$ cat src/rtl/mtr_pkg.sv
// Shared types and helpers for the motor PWM driver.
// Speed width, channel state encoding and magnitude saturation.
package mtr_pkg;

    localparam int SPD_W = 11;

    typedef enum logic [1:0] {
        IDLE,
        DRIVE,
        DEAD
    } mtr_st_t;

    // -1024 would wrap to 0 on negation; clamp it to full scale instead
    function automatic logic [SPD_W-1:0] abs_sat(input logic [SPD_W-1:0] spd);
        logic [SPD_W-1:0] mag;
        mag = spd[SPD_W-1] ? (~spd + SPD_W'(1)) : spd;
        if (mag[SPD_W-1]) begin
            mag = {1'b0, {(SPD_W-1){1'b1}}};
        end
        return mag;
    endfunction

endpackage

$ cat src/rtl/mtr_pwm_chan.sv
// One sign/magnitude PWM channel: shadow speed, direction,
// IDLE/DRIVE/DEAD state machine and registered fwd/rev pins.
module mtr_pwm_chan
    import mtr_pkg::*;
#(
    parameter int PWM_W    = 10,
    parameter int DEAD_CYC = 32
) (
    input  logic             clk,
    input  logic             rst_n,
    input  logic             en,
    input  logic             bnd,
    input  logic [PWM_W-1:0] cnt_nxt,
    input  logic [SPD_W-1:0] spd,
    output logic             fwd,
    output logic             rev
);

    localparam logic [PWM_W-1:0] DEAD_LD = PWM_W'(DEAD_CYC - 1);

    mtr_st_t          st_q;
    mtr_st_t          st_d;
    logic [SPD_W-1:0] shd_q;
    logic             dir_q;
    logic             dir_d;
    logic [PWM_W-1:0] dead_q;
    logic [PWM_W-1:0] dead_d;
    logic [SPD_W-1:0] mag_new;
    logic [SPD_W-1:0] mag_use;
    logic             dir_new;
    logic             rvs;
    logic             hi;
    logic             drv;

    // Outputs are computed for the upcoming cycle, so at a boundary the
    // value being latched is used directly; it equals the next shadow.
    assign mag_new = abs_sat(spd);
    assign dir_new = spd[SPD_W-1];
    assign mag_use = bnd ? mag_new : abs_sat(shd_q);
    assign rvs     = bnd && (mag_new != '0) && (dir_new != dir_q);
    assign hi      = 32'(cnt_nxt) < 32'(mag_use);

    always_comb begin
        st_d   = st_q;
        dir_d  = dir_q;
        dead_d = dead_q;
        if (!en) begin
            st_d = IDLE;
        end else begin
            unique case (st_q)
                IDLE: begin
                    if (bnd) begin
                        st_d = DRIVE;
                        if (mag_new != '0) dir_d = dir_new;
                    end
                end
                DRIVE: begin
                    if (rvs) begin
                        st_d   = DEAD;
                        dead_d = DEAD_LD;
                        dir_d  = dir_new;
                    end
                end
                DEAD: begin
                    if (rvs) begin
                        dead_d = DEAD_LD;
                        dir_d  = dir_new;
                    end else if (dead_q == '0) begin
                        st_d = DRIVE;
                    end else begin
                        dead_d = dead_q - PWM_W'(1);
                    end
                end
                default: st_d = IDLE;
            endcase
        end
    end

    assign drv = (st_d == DRIVE) && hi;

    always_ff @(posedge clk or negedge rst_n) begin
        if (!rst_n) begin
            st_q   <= IDLE;
            shd_q  <= '0;
            dir_q  <= 1'b0;
            dead_q <= '0;
            fwd    <= 1'b0;
            rev    <= 1'b0;
        end else begin
            st_q   <= st_d;
            dir_q  <= dir_d;
            dead_q <= dead_d;
            fwd    <= drv && !dir_d;
            rev    <= drv && dir_d;
            if (bnd) shd_q <= spd;
        end
    end

endmodule

$ cat src/rtl/mtr_pwm_drv.sv
// Dual-channel H-bridge PWM driver: shared period counter,
// boundary strobe, period-start pulse and two independent channels.
module mtr_pwm_drv
    import mtr_pkg::*;
#(
    parameter int PWM_W    = 10,
    parameter int DEAD_CYC = 32
) (
    input  logic             clk,
    input  logic             rst_n,
    input  logic             en,
    input  logic [SPD_W-1:0] lft_spd,
    input  logic [SPD_W-1:0] rght_spd,
    output logic             lft_fwd,
    output logic             lft_rev,
    output logic             rght_fwd,
    output logic             rght_rev,
    output logic             prd_strt
);

    logic [PWM_W-1:0] cnt;
    logic [PWM_W-1:0] cnt_nxt;
    logic             bnd;

    // bnd marks the last cycle of a period: shadow load and FSM boundary
    assign cnt_nxt = cnt + PWM_W'(1);
    assign bnd     = (cnt == '1);

    always_ff @(posedge clk or negedge rst_n) begin
        if (!rst_n) begin
            cnt      <= '0;
            prd_strt <= 1'b0;
        end else begin
            cnt      <= cnt_nxt;
            prd_strt <= bnd;
        end
    end

    mtr_pwm_chan #(
        .PWM_W    (PWM_W),
        .DEAD_CYC (DEAD_CYC)
    ) u_lft (
        .clk     (clk),
        .rst_n   (rst_n),
        .en      (en),
        .bnd     (bnd),
        .cnt_nxt (cnt_nxt),
        .spd     (lft_spd),
        .fwd     (lft_fwd),
        .rev     (lft_rev)
    );

    mtr_pwm_chan #(
        .PWM_W    (PWM_W),
        .DEAD_CYC (DEAD_CYC)
    ) u_rght (
        .clk     (clk),
        .rst_n   (rst_n),
        .en      (en),
        .bnd     (bnd),
        .cnt_nxt (cnt_nxt),
        .spd     (rght_spd),
        .fwd     (rght_fwd),
        .rev     (rght_rev)
    );

endmodule
$ cat config.mk
export PLATFORM = sky130hd
export DESIGN_NAME = mtr_pwm_drv
export DESIGN_NICKNAME = d
export VERILOG_FILES = /design/src/rtl/mtr_pkg.sv /design/src/rtl/mtr_pwm_chan.sv /design/src/rtl/mtr_pwm_drv.sv
export SDC_FILE = /design/constraint.sdc
export NUM_CORES = 1
export LEC_CHECK = 0
export CAP_MARGIN = 10
export CORE_UTILIZATION = 55
export CTS_CLUSTER_DIAMETER = 200
export CTS_CLUSTER_SIZE = 25
export DETAILED_ROUTE_END_ITERATION = 8
export PLACE_DENSITY_LB_ADDON = 0.3
export SYNTH_ARGS = -nofsm -noshare
export SYNTH_HDL_FRONTEND = slang
export SYNTH_SLANG_ARGS = --single-unit
$ cat constraint.sdc
create_clock -name clk -period 3.6 [get_ports clk]
set_input_delay 0.72 -clock clk [delete_from_list [all_inputs] [get_ports clk]]
set_output_delay 0.72 -clock clk [all_outputs]
set_load 0.02 [all_outputs]
# ---- Yosys cells after proc, flatten, opt, wreduce, memory -nomap -nowiden
# Cells that the tools add are included.
dict set report totals {
  regBits 63
  input_bits 25
}
dict set report op_classes {
  bitwise 4
  n_eq_ne 13
  addsub 7
  n_lt_le_gt_ge 2
  reduce_logical 24
  muxes 40
}
# cell n
set op_table {}
lappend op_table {{$mux W10} 12}
lappend op_table {{$add A11 B1 Y11 const B} 4}
lappend op_table {{$mux W11} 4}
lappend op_table {{$not A11 Y11} 4}
lappend op_table {{$pmux W10 S2} 2}
lappend op_table {{$lt A10 B11 Y1} 2}
lappend op_table {{$reduce_bool A11 Y1} 2}
lappend op_table {{$logic_not A10 Y1} 2}
lappend op_table {{$mux W2} 10}
lappend op_table {{$sub A10 B1 Y10 const B} 2}
lappend op_table {{$pmux W2 S3} 2}
lappend op_table {{$add A10 B1 Y10 const B} 1}
lappend op_table {{$eq A10 B10 Y1 const B} 1}
lappend op_table {{$logic_and A1 B1 Y1} 10}
lappend op_table {{$eq A2 B1 Y1 const B} 4}
lappend op_table {{$mux W1} 8}
lappend op_table {{$reduce_and A4 Y1} 2}
lappend op_table {{$ne A3 B2 Y1 const B} 2}
lappend op_table {{$eq A2 B2 Y1 const B} 2}
lappend op_table {{$logic_not A2 Y1} 2}
lappend op_table {{$ne A2 B1 Y1 const B} 2}
lappend op_table {{$pmux W1 S2} 2}
lappend op_table {{$reduce_bool A2 Y1} 2}
lappend op_table {{$reduce_or A2 Y1} 2}
lappend op_table {{2 further kinds} 4}

# ---- Longest topological paths before layout
# Gate-level depths: netlist of the first run.
dict set report depth {
  word_depth 13
  depth_mapped 17
  depth_no_buf 16
}

# ---- Hierarchy
# From an unflattened synthesis of the first run, not the netlist that was laid out.
dict set report hier_totals {
  hier_cells 555
  area_unflattened_um2 5016.1
}
# mod area_per_inst_um2 cells_each n_inst
set modules_own_cells {}
lappend modules_own_cells {{mtr_pwm_chan (u_rght)} 2344.7 269 1}
lappend modules_own_cells {{mtr_pwm_chan (u_lft)} 2235.9 251 1}
lappend modules_own_cells {mtr_pwm_drv 435.4 35 1}

# ---- Worst setup path after synthesis of the first run
# Ideal clock, no wire load.
dict set report synth_timing {
  kind {register -> register}
  startpoint {reg u_lft.shd_q[0]}
  endpoint {reg u_lft.rev}
  arrival_ps 3443
  stages_incl_launch_ff 16
  synth_period_minus_slack_ps 3516
  setup_slack_ps 84
  path_cell_list {dfrtp_1 -> inv_1 -> ha_1 -> or4b_2 -> nor4_1 -> a21oi_1 -> a32o_1 -> ha_1 -> a21o_1 -> a21o_1 -> a211o_1 -> a21oi_1 -> o21ai_0 -> a21oi_1 -> nand3b_1 -> nor2b_1}
}
dict set report synth_via {
  elab_chain_cells 8
}
# item line_no
set synth_lines {}
lappend synth_lines {{start, declared} mtr_pwm_chan.sv:23} ;# logic [SPD_W-1:0] shd_q;
lappend synth_lines {{start signal, assigned} mtr_pwm_chan.sv:95} ;# if (bnd) shd_q <= spd;
lappend synth_lines {{$not A11 Y11} mtr_pkg.sv:16} ;# mag = spd[SPD_W-1] ? (~spd + SPD_W'(1)) : spd;
lappend synth_lines {{$add A11 B1 Y11} mtr_pkg.sv:16}
lappend synth_lines {{$mux W11 *} mtr_pkg.sv:16}
lappend synth_lines {{$mux W10 *} mtr_pkg.sv:17} ;# if (mag[SPD_W-1]) begin
lappend synth_lines {{$mux W10 *} mtr_pwm_chan.sv:39} ;# assign mag_use = bnd ? mag_new : abs_sat(shd_q);
lappend synth_lines {{$lt A10 B11 Y1 *} mtr_pwm_chan.sv:41} ;# assign hi = 32'(cnt_nxt) < 32'(mag_use);
lappend synth_lines {{$logic_and A1 B1 Y1 *} mtr_pwm_chan.sv:79} ;# assign drv = (st_d == DRIVE) && hi;
lappend synth_lines {{$logic_and A1 B1 Y1 *} mtr_pwm_chan.sv:94} ;# rev <= drv && dir_d;
lappend synth_lines {{end signal, assigned} mtr_pwm_chan.sv:94}
lappend synth_lines {{end, declared} mtr_pwm_chan.sv:16} ;# output logic rev
# Mark *: on every way between the ends. The rest lies on a longest branch, timed or not.
# A chain may end at the register's enable or synchronous reset.

# ---- Final worst setup path of the first run
dict set report layout_timing {
  startpoint {in rght_spd[4]}
  endpoint {reg u_rght.fwd}
}
dict set report layout_via {
  elab_chain_cells 13
  word_cells_on_any_way 22
}
# item line_no
set layout_lines {}
lappend layout_lines {{start, declared} mtr_pwm_drv.sv:13} ;# input logic [SPD_W-1:0] rght_spd,
lappend layout_lines {{$not A11 Y11} mtr_pkg.sv:16}
lappend layout_lines {{$add A11 B1 Y11} mtr_pkg.sv:16}
lappend layout_lines {{$mux W11 *} mtr_pkg.sv:16}
lappend layout_lines {{$mux W10 *} mtr_pkg.sv:17}
lappend layout_lines {{$reduce_bool A11 Y1} {mtr_pwm_chan.sv:40, mtr_pwm_chan.sv:54}}
lappend layout_lines {{$logic_and A1 B1 Y1 (2 in series)} mtr_pwm_chan.sv:40} ;# assign rvs = bnd && (mag_new != '0) && (dir_new != dir_q);
lappend layout_lines {{$mux W2, on equally long branches} {mtr_pwm_chan.sv:65, mtr_pwm_chan.sv:58}}
lappend layout_lines {{$pmux W2 S3} mtr_pwm_chan.sv:50} ;# unique case (st_q)
lappend layout_lines {{$mux W2} mtr_pwm_chan.sv:47} ;# if (!en) begin
lappend layout_lines {{$eq A2 B1 Y1} mtr_pwm_chan.sv:79}
lappend layout_lines {{$logic_and A1 B1 Y1} mtr_pwm_chan.sv:79}
lappend layout_lines {{$logic_and A1 B1 Y1 *} mtr_pwm_chan.sv:93} ;# fwd <= drv && !dir_d;
lappend layout_lines {{end signal, assigned} mtr_pwm_chan.sv:93}
lappend layout_lines {{end, declared} mtr_pwm_chan.sv:15} ;# output logic fwd,
# Marked as above.

==> summary.txt, run 1 <==
Global route
  – Total GRT Usage: approximately 29%
  – Wire length of the first global-routing pass: between 20000 and 25000 um
  – M2 GR Usage: about half
  – Remaining Overflow, GRT: 0
  – Grt met1 use: 36.62%
  – Initial antenna violation count: 0
  – Busiest grt layer: met2
  – Grt met3 use: ~4.4%
  – Vias in the first global route: roughly 4500
  – Largest net degree at the start of global routing: 42

Pwr
  – Clock share of power: between 40% and 50%
  – Seq pwr share: approximately 43%
  – Switching Power: between 400 and 500 uW
  – VDD IR max: 0.0002042 V
  – Gate power share: between 10% and 20%
  – LEAKAGE: ~2.7 nW
  – Tot Pwr: between 1.5 and 2 mW
  – P_int: approximately 1.3 mW
  – Pwr dens: 289.8 mW/mm2
  – Sw Ratio: roughly 25%

Worst setup path
  – CP arrival: roughly 3.7 ns
  – Worst-path maximum fanout: 5
  – Worst R2R Path Depth: 15
  – Endpoint class of the critical path: register
  – Worst Path Required: a little under 4 ns
  – Setup crit start kind: input pin
  – Worst Setup Path Type: input pin to register

Clock tree
  – Clk buf depth: 2
  – H-Tree Depth: 3
  – Clock Root Buffer: clkbuf_8
  – Clock Latency Late Sink: ~0.36 ns
  – CTS tree: yes
  – Num CTS Buffers: 9
  – Clock-pin transition on the worst setup and hold timing paths: approximately 0.080 ns
  – # hold bufs at CTS: 0
  – Clk sink count: 63
  – Post-CTS setup buffers: 0

Layout
  – Area Overhead vs Synth: 22.88%
  – Area of the multi-input gates: 0.003187 mm2
  – Layout cells sized above 1: between 10% and 20%
  – Fill cell count: ~690
  – Finished Layout Cells: approximately 790
  – Final Cell Area: roughly 0.006 mm2
  – N_diodes: 0
  – Layout Nets: roughly 740
  – Area occupied by registers: between 0.0015 and 0.002 mm2
  – Fin util: between 60% and 70%

Placed design
  – DP HPWL: approximately 9700 um
  – GPL Wtd Cong: ~0.88
  – DP Cell Count: just under 800
  – IO Port Bufs: 29
  – DP Area: 0.005719 mm2

Detailed routing
  – Residual DRC: 0
  – Routed wire length: 12760 um
  – Vias/cell: approximately 6.0
  – Initial DRC count: 236
  – WL per Instance: approximately 16 um
  – Initial DRT Pass Iterations: 4
  – ANT nets after route: 0
  – Vias: 4719

Die
  – DIE WIDTH: roughly 96 um
  – Total core area: roughly 0.0087 mm2
  – Vert. Die Dim: between 90 and 100 um
  – IO Pins: 30
  – Initial core utilization: a little under three fifths
  – Row cnt: 34
  – Die footprint: 0.009290 mm2

Status
  – Status: completed

Synth
  – Async set or reset register ratio after synthesis: 100.0%
  – Xor and xnor area share after synthesis: under 10%
  – Mux contribution to synthesized area: less than 1%
  – Register bit total from synthesis: 63
  – Post-synth EDFFs: 0
  – Top-area cell type share of the netlist area: around 32%
  – Adder-cell share of the synthesized area: under 10%
  – Area leader, netlist: dfrtp_1
  – Primary FF master, synth: dfrtp_1
  – Largest family of logic cells by synthesized area: simple AND/OR/NAND/NOR gates
  – Warnings, synthesis: 0
  – Post-Syn Nets: 650
  – Mapped Avg Cell Area: ~8.3 um2
  – Main area contributors after synthesis: dfrtp_1, ha_1, nand2_1
  – Cell area after synthesis: approximately 0.005 mm2
  – Synth Area in Compound Gates: approximately a fifth
  – Register area share after synthesis: between 30% and 40%
  – Synth unique cells: just over 70
  – Simple-Gate Fraction of Synth Area: roughly a quarter
  – Mapped Cells: just under 600

Timing
  – Clock skew: 0.01142 ns
  – Number of max-slew violations in the final report: 0
  – Crit path time final: 3.438 ns
  – Total negative slack: 0 ns
  – Finish-stage setup viols: 0
  – Number of hold violations in the final report: 0
  – Max frequency: approximately 290 MHz
  – Tightest Pin Transition: 0.9251 ns
  – Fin crit share: 95.50%
  – Rel. slew slack: between 30% and 40%

Worst hold path
  – Hold WC Path Type: input pin to async pin

Job
  – MaxCap Viol Count: 0
[synthesized netlist by cell type, types with 12 or more instances]
| cell | n |
|---|---|
| xor2_1 | 24 |
| o21ai_0 | 32 |
| a21oi_1 | 26 |
| dfrtp_1 | 63 |
| clkbuf_1 | 15 |
| ha_1 | 33 |
| nor3_1 | 22 |
| xnor2_1 | 23 |
| inv_1 | 22 |
| nor2_1 | 40 |
| nand3_1 | 19 |
| nor2b_1 | 12 |
| nand2_1 | 110 |
[cells by family (layout without fill, tap and decap cells)]
group           Yosys count  in the layout
simple gates            260            260
compound gates          144            144
flops                    63             63
xor+xnor                 47             47
buf+inv                  44            135
fa+ha+maj                33             33
mux                       1              1
[state kept, by name, summed over array words and instances (netlist names), 2 cells and up]
| name | flops |
|---|---|
| u_lft.st_q | 2 |
| u_rght.st_q | 2 |
| u_rght.shd_q | 11 |
| cnt | 10 |
| u_lft.shd_q | 11 |
| u_rght.dead_q | 10 |
| u_lft.dead_q | 10 |
[worst max-delay path: stages]
cell and delay [ns]:
clkdlybuf4s50_1 0.42, or4_4 0.55, buf_4 0.18, o211ai_1 0.14
nor3b_1 0.27, buf_4 0.18, a21oi_1 0.08, ha_1 0.31
nand3_1 0.12, nor4_1 0.44, a2111oi_2 0.09, nand4b_1 0.15
nor2_1 0.06
[final cells by class]
class / instances / share of cell area (%)
well taps: 108 / 2.244
clock buffers: 14 / 3.034
inverters: 23 / 1.434
clock inverters: 2 / 0.9975
multi-input cells: 485 / 52.93
repair buffers: 96 / 13.18
flip-flops and latches: 63 / 26.18
[what timing repair did]
action	CTS	global route
endpoints found under the setup margin	2	4
pin swaps	0	2
resized for setup	1	16
[placed cells by master (no fill, tap or decap), types with 5 or more instances in the layout]
| master | synthesis | routed |
|---|---|---|
| clkdlybuf4s50_1 | 0 | 26 |
| buf_4 | 0 | 67 |
| xor2_1 | 24 | 24 |
| clkbuf_8 | 0 | 13 |
| a21oi_1 | 26 | 25 |
| nor2_1 | 40 | 40 |
| o21ai_0 | 32 | 31 |
| a21o_1 | 9 | 9 |
| dfrtp_1 | 63 | 63 |
| nor2b_1 | 12 | 12 |
| nor3_1 | 22 | 22 |
| ha_1 | 33 | 32 |
| nand2_1 | 110 | 110 |
| xnor2_1 | 23 | 22 |
| a21boi_0 | 7 | 6 |
| inv_1 | 22 | 20 |
| nand2b_1 | 7 | 7 |
| a31oi_1 | 8 | 8 |
| nand4_1 | 7 | 7 |
| nand3_1 | 19 | 19 |
| or3_1 | 5 | 5 |
| o211ai_1 | 10 | 10 |
| o31ai_1 | 6 | 6 |
[worst paths after layout]
kind,startpoint,slack (ns),endpoint
worst max-delay path,rght_spd[4],0.16,u_rght.fwd
worst min-delay path,rst_n,0.49,u_rght.dir_q
worst max register to register,u_lft.shd_q[0],0.23,u_lft.rev
worst min register to register,u_lft.dead_q[0],0.51,u_lft.dead_q[0]
max in group asynchronous,rst_n,2.26,u_lft.dead_q[4]
min in group clk,u_lft.dead_q[0],0.51,u_lft.dead_q[0]
[through the flow]
stage | setup WS, ns | hold slack (ns)
after floorplan | 0.08380 | 0.4244
after global placement | -0.1543 | 0.4854
after detailed placement | -0.2578 | 0.5127
after CTS | 0.04479 | 0.5201
after global routing | -0.007550 | 0.5444
final | 0.1620 | 0.4863
[power by group through the flow]
stage	Combinational, mW	Clock [mW]	Sequential (mW)
after floorplan	0.121	0	0.754
after global placement	0.227	0	0.757
after detailed placement	0.236	0	0.759
after CTS	0.238	0.766	0.745
after global routing	0.265	0.793	0.749
final	0.241	0.759	0.745
[routing by layer]
layer / vias to the layer above / share of wire [%]
li1: 2297 / -
met1: 2280 / 45
met2: 118 / 48
met3: 24 / 4.9
met4: 0 / 2.1
met5: - / 0
(Power assumes the default switching activity.)
==> run 2: changes to the inputs <==
- CORE_UTILIZATION: 55 -> 40
- DONT_BUFFER_PORTS: default -> 1
==> run 2 against run 1 <==
  * Clock power up 44%
  * Sequential power about the same
  * Clock-buffer cell count down 3
  * First-iteration DRC count up 12%
  * Utilization down 23 points
  * Critical path type is now register to register
  * Highest routed layer unchanged
==> summary.txt, run 2 (synthesis gave the netlist of run 1 again) <==
Clock tree
  – Clock Latency Late Sink: 0.34 ns (was 0.36 ns)
  – Clk buf depth: 2 (unchanged)
  – H-Tree Depth: 3 (unchanged)
  – # hold bufs at CTS: 0 (unchanged)
  – Num CTS Buffers: 9 (unchanged)
  – Clock Root Buffer: clkbuf_16 (was clkbuf_8)
  – Post-CTS setup buffers: 0 (unchanged)
  – Clock-pin transition on the worst setup and hold timing paths: 0.06 ns (was 0.08 ns)
  – Clk sink count: 63 (unchanged)
  – CTS tree: yes (unchanged)

Timing
  – Clock skew: 0.007846 ns (was 0.01142 ns)
  – Rel. slew slack: 47.15% (was 38.32%)
  – Number of hold violations in the final report: 0 (unchanged)
  – Max frequency: 297.1 MHz (was 290.9 MHz)
  – Crit path time final: 3.366 ns (was 3.438 ns)
  – Finish-stage setup viols: 0 (unchanged)
  – Total negative slack: 0 ns (unchanged)
  – Final hold slack: 0.07586 ns (was 0.4863 ns)
  – Final worst slack: 0.2339 ns (was 0.1620 ns)
  – Number of max-slew violations in the final report: 0 (unchanged)
  – Fin crit share: 93.50% (was 95.50%)
  – Tightest Pin Transition: 0.7855 ns (was 0.9251 ns)

Global route
  – Remaining Overflow, GRT: 0 (unchanged)
  – Initial antenna violation count: 0 (unchanged)
  – Wire length of the first global-routing pass: 20080 um (was 20510 um)
  – Total GRT Usage: 19.68% (was 28.85%)
  – Vias in the first global route: 4223 (was 4502)
  – Largest net degree at the start of global routing: 64 (was 42)

Layout
  – Layout cells sized above 1: 9.121% (was 16.69%)
  – Area Overhead vs Synth: 12.26% (was 22.88%)
  – Most frequent cells in the layout: nand2_1, dfrtp_1, nor2_1 (was nand2_1, buf_4, dfrtp_1)
  – Layout Nets: 656 (was 736)
  – Biggest regs: u_lft.shd_q x11, u_rght.shd_q x11 (unchanged)
  – Finished Layout Cells: 750 (was 791)
  – N_diodes: 0 (unchanged)
  – Commonest non-fill, non-tap cell in the layout: nand2_1 (unchanged)
  – Final Cell Area: 0.005500 mm2 (was 0.006021 mm2)

Worst setup path
  – Endpoint class of the critical path: register (unchanged)
  – R2R setup slack: 0.23 ns (about the same)
  – Crit path largest cell delay: 0.49 ns (was 0.55 ns)
  – CP arrival: 3.63 ns (was 3.69 ns)
  – Worst Setup Path Type: register to register (was input pin to register)
  – CP top delay family: compound AO/OA/AOI/OAI gates (was simple AND/OR/NAND/NOR gates)
  – Worst-path cell chain: inv_1 -> ha_1 -> or4b_4 -> nor4_4 -> a21oi_2 -> a32o_1 -> ha_1 -> a21o_1 -> a21o_1 -> a211o_1 -> a21oi_1 -> o21ai_0 -> a21oi_1 -> nand3b_1 -> nor2b_1 (was clkdlybuf4s50_1 -> or4_4 -> buf_4 -> o211ai_1 -> nor3b_1 -> buf_4 -> a21oi_1 -> ha_1 -> nand3_1 -> nor4_1 -> a2111oi_2 -> nand4b_1 -> nor2_1)
  – Setup crit start kind: register (was input pin)
  – Slowest CP cell: or4b_4 (was or4_4)
  – Crit path buf inv count: 1 (was 3)
  – Crit path launch: u_lft.shd_q[0] (was rght_spd[4])
  – Worst-path maximum fanout: 3 (was 5)
  – Worst r2r dst: u_lft.rev (unchanged)
  – Worst R2R Path Depth: 15 (unchanged)
  – Critical R2R Launch: u_lft.shd_q[0] (unchanged)
  – Worst Path Required: 3.87 ns (was 3.85 ns)
  – Stages on worst setup path: 15 (was 13)

Job
  – MaxCap Viol Count: 0 (unchanged)

Pwr
  – LEAKAGE: 2.386 nW (was 2.700 nW)
  – VDD IR max: 0.0001678 V (was 0.0002042 V)
  – Pwr dens: 359.0 mW/mm2 (was 289.8 mW/mm2)

Placed design
  – DP HPWL: 8830 um (was 9688 um)
  – IO Port Bufs: 0 (was 29)
  – DP Area: 0.005100 mm2 (was 0.005719 mm2)
  – GPL Wtd Cong: 0.8677 (was 0.8841)
  – DP Worst Slack: 0.05703 ns (was -0.2578 ns)
  – DP Cell Count: 734 (was 775)

Detailed routing
  – Vias/cell: 5.820 (was 5.966)
  – Initial DRC count: 264 (was 236)
  – Residual DRC: 0 (unchanged)
  – Initial DRT Pass Iterations: 5 (was 4)
  – WL per Instance: 16.00 um (was 16.13 um)
  – Vias: 4365 (was 4719)
  – ANT nets after route: 0 (unchanged)
  – Routed wire length: 12000 um (was 12760 um)

Worst hold path
  – Hold WC Path Type: input pin to async pin (unchanged)

Die
  – Total core area: 0.01196 mm2 (was 0.008678 mm2)
  – Vert. Die Dim: 112.7 um (was 96.39 um)
  – Row cnt: 40 (was 34)
  – IO Pins: 30 (unchanged)
  – Initial core utilization: 40.96% (was 56.46%)
  – Die footprint: 0.01270 mm2 (was 0.009290 mm2)
  – DIE WIDTH: 112.7 um (was 96.39 um)

Status
  – Status: completed (unchanged)
## run 2: worst register-to-register path, delay by kind of cell, from the launching register on
kind,cells,cell delay (ns)
AO/OA/AOI/OAI,8,1.43
adder cells (fa/ha/maj),2,0.48
buffers and inverters,1,0.09
flip-flops,1,0.39
AND/OR/NAND/NOR,4,0.93
## run 2: layout make-up
| type | count | area (um2) |
|---|---|---|
| multi-input combinational | 485 | 3162 |
| fill | 1142 | 6461 |
| clock inverter | 5 | 128.9 |
| tap | 147 | 183.9 |
| timing repair buffer | 16 | 120.1 |
| inverter | 23 | 86.33 |
| clock buffer | 11 | 242.7 |
| sequential | 63 | 1577 |
## run 2: what timing repair did
action / 4_1_cts / 5_1_grt
setup endpoints to repair: 0 / 4
hold endpoints to repair: 0 / 0
gates resized for setup: 0 / 6
## run 2: where the power goes
group | switching (mW) | internal (mW) | total, mW
Combinational | 0.0706 | 0.0631 | 0.134
Sequential | 0.0209 | 0.726 | 0.747
Clock | 0.327 | 0.767 | 1.09
## run 2: routing by layer
layer	global-route usage, %	share of wire (%)
met4	8.178	1.5
met5	0	0
met3	2.214	2.7
met2	32.84	50
met1	25.89	46
## run 2: stage by stage
stage	utilization (%)	power, mW
after floorplan	-	0.8744
after global placement	42.64	0.8886
after detailed placement	42.64	0.8927
after CTS	45.74	1.988
after global routing	45.98	2.035
final	45.98	1.975
## run 2: how the worst max path moves through the flow
stage                 endpoint  slack, ns
detailed placement   u_lft.rev       0.06
CTS                  u_lft.rev      0.002
global placement    u_rght.rev       0.21
finish               u_lft.rev       0.23
floorplan            u_lft.rev       0.08
global route         u_lft.rev      -0.03
==> run 3: changes to the inputs <==
- GPL_TIMING_DRIVEN: default -> 0
==> run 3 against run 2 <==
  * Sequential share of layout area fell by 0.17 points
  * Power down 8.6%
  * First-iteration DRC count increased by 30%
  * Die area is the same
  * Non-clock buffer count is 9 higher
  * Utilization rose by 0.28 points
  * Worst hold slack got worse by 0.0029 ns
  * Wire length up 2.9%
  * Global-route usage rose by 0.79 points
  * Design area is 0.61% higher
  * Worst setup slack got worse by 0.050 ns
  * Sequential power hardly changed
  * Largest power group unchanged
==> summary.txt, run 3 (synthesis gave the netlist of run 1 again) <==
Status
  – Status: completed (unchanged)

Timing
  – Rel. slew slack: 44.59% (was 47.15%)
  – Clock skew: 0.008533 ns (was 0.007846 ns)
  – Finish-stage setup viols: 0 (unchanged)
  – Number of max-slew violations in the final report: 0 (unchanged)
  – Max frequency: 292.7 MHz (was 297.1 MHz)
  – Number of hold violations in the final report: 0 (unchanged)
  – Total negative slack: 0 ns (unchanged)
  – Fin crit share: 94.90% (was 93.50%)
  – Final hold slack: 0.07298 ns (was 0.07586 ns)
  – Crit path time final: 3.416 ns (was 3.366 ns)
  – Tightest Pin Transition: 0.8236 ns (was 0.7855 ns)

Die
  – DIE WIDTH: 112.7 um (unchanged)
  – Die footprint: 0.01270 mm2 (unchanged)
  – Initial core utilization: 40.96% (unchanged)
  – Total core area: 0.01196 mm2 (unchanged)
  – IO Pins: 30 (unchanged)
  – Row cnt: 40 (unchanged)
  – Vert. Die Dim: 112.7 um (unchanged)

Global route
  – Remaining Overflow, GRT: 0 (unchanged)
  – Total GRT Usage: 20.46% (was 19.68%)
  – Grt met1 use: 26.13% (was 25.89%)
  – Wire length of the first global-routing pass: 20830 um (was 20080 um)
  – M2 GR Usage: 34.28% (was 32.84%)
  – Initial antenna violation count: 0 (unchanged)
  – Largest net degree at the start of global routing: 64 (unchanged)
  – Busiest grt layer: met2 (unchanged)
  – Vias in the first global route: 4315 (was 4223)
  – Grt met3 use: 2.808% (was 2.214%)

Clock tree
  – Clock Latency Late Sink: 0.34 ns (about the same)
  – Clk sink count: 63 (unchanged)
  – Clock Root Buffer: clkbuf_16 (unchanged)
  – CTS tree: yes (unchanged)
  – Clk buf depth: 2 (unchanged)
  – Num CTS Buffers: 9 (unchanged)
  – Clock-pin transition on the worst setup and hold timing paths: 0.06 ns (about the same)
  – H-Tree Depth: 3 (unchanged)

Detailed routing
  – WL per Instance: 16.26 um (was 16.00 um)
  – Vias/cell: 5.842 (was 5.820)
  – Vias: 4434 (was 4365)
  – Residual DRC: 0 (unchanged)
  – Initial DRC count: 343 (was 264)
  – ANT nets after route: 0 (unchanged)
  – Initial DRT Pass Iterations: 5 (unchanged)
  – Routed wire length: 12340 um (was 12000 um)

Placed design
  – DP Cell Count: 739 (was 734)
  – DP HPWL: 9119 um (was 8830 um)
  – IO Port Bufs: 0 (unchanged)
  – DP Area: 0.005084 mm2 (was 0.005100 mm2)
  – GPL Wtd Cong: 0.9036 (was 0.8677)

Pwr
  – VDD IR max: 0.0001922 V (was 0.0001678 V)
  – LEAKAGE: 2.373 nW (was 2.386 nW)
  – Pwr dens: 326.2 mW/mm2 (was 359.0 mW/mm2)
  – Tot Pwr: 1.805 mW (was 1.975 mW)

Worst setup path
  – CP arrival: 3.68 ns (was 3.63 ns)
  – Worst Setup Path Type: register to register (unchanged)
  – Worst-path maximum fanout: 5 (was 3)
  – Setup crit start kind: register (unchanged)
  – Endpoint class of the critical path: register (unchanged)
  – Worst Path Required: 3.87 ns (about the same)

Layout
  – Biggest regs: u_lft.shd_q x11, u_rght.shd_q x11 (unchanged)
  – Area Overhead vs Synth: 12.95% (was 12.26%)
  – Most frequent cells in the layout: nand2_1, dfrtp_1, nor2_1 (unchanged)
  – Commonest non-fill, non-tap cell in the layout: nand2_1 (unchanged)
  – Layout Nets: 665 (was 656)
  – Final Cell Area: 0.005534 mm2 (was 0.005500 mm2)
  – Fill cell count: 1163 (was 1142)
  – Finished Layout Cells: 759 (was 750)
  – Layout cells sized above 1: 10.46% (was 9.121%)
  – N_diodes: 0 (unchanged)

Job
  – MaxCap Viol Count: 0 (unchanged)

Worst hold path
  – Hold WC Path Type: input pin to async pin (unchanged)
run 3: worst max-delay path: stages, from the launching register on:
cell,delay [ns]
dfrtp_1,0.40
inv_2,0.08
ha_2,0.19
or4b_4,0.49
nor4_4,0.26
a21oi_4,0.13
buf_4,0.17
nand2_1,0.06
o21ai_0,0.09
ha_1,0.31
a21oi_1,0.20
nor2_1,0.07
a211o_1,0.27
a21oi_1,0.13
o21ai_0,0.09
a21oi_1,0.15
nand3b_1,0.13
nor2b_1,0.13
run 3: timing repair:
action,4_1_cts,5_1_grt
endpoints found under the hold margin,0,0
resized for setup,10,20
buffers inserted,1,4
hold buffers,0,0
endpoints found under the setup margin,4,4
pin swaps,1,5
run 3: area by class of cell:
class | count | area (um2) | share of cell area [%]
Multi-Input combinational cell | 485 | 3231 | 58.38
Sequential cell | 63 | 1577 | 28.49
Clock buffer | 13 | 270.3 | 4.884
Tap cell | 147 | 183.9 | 3.324
Buffer | 20 | 106.4 | 1.922
Inverter | 23 | 88.84 | 1.605
Clock inverter | 3 | 40.04 | 0.7235
Timing Repair Buffer | 5 | 37.54 | 0.6783
run 3: power by group:
part           switching [mW]  internal, mW
sequential             0.0207         0.726
clock                   0.319         0.590
combinational          0.0852        0.0637
run 3: through the flow:
| step | util (%) | setup slack [ns] |
|---|---|---|
| detailed placement | 42.50 | -0.4410 |
| global route | 46.27 | -0.04614 |
| global placement | 42.50 | -0.3325 |
| floorplan | - | 0.08380 |
| CTS | 45.56 | 0.04271 |
| finish | 46.27 | 0.1836 |
run 3: path summary, 6_finish.rpt:
| check | slack (ns) | to | startpoint | cells after the start |
|---|---|---|---|---|
| max in group asynchronous | 3.41 | u_lft.shd_q[6] | rst_n | 0 |
| setup / recovery | 0.18 | u_lft.rev | u_lft.shd_q[1] | 17 |
| hold / removal | 0.07 | cnt[8] | rst_n | 0 |
| setup reg to reg | 0.18 | u_lft.rev | u_lft.shd_q[1] | 17 |
| hold reg to reg | 0.50 | u_lft.dead_q[0] | u_lft.dead_q[0] | 1 |
| min in group clk | 0.50 | u_lft.dead_q[0] | u_lft.dead_q[0] | 1 |
run 3: layer usage:
| metal | up-vias | wire [um] |
|---|---|---|
| met4 | 0 | 319 |
| met1 | 2137 | 5437 |
| met2 | 116 | 6117 |
| li1 | 2149 | - |
| met3 | 32 | 464 |
| met5 | - | 0 |
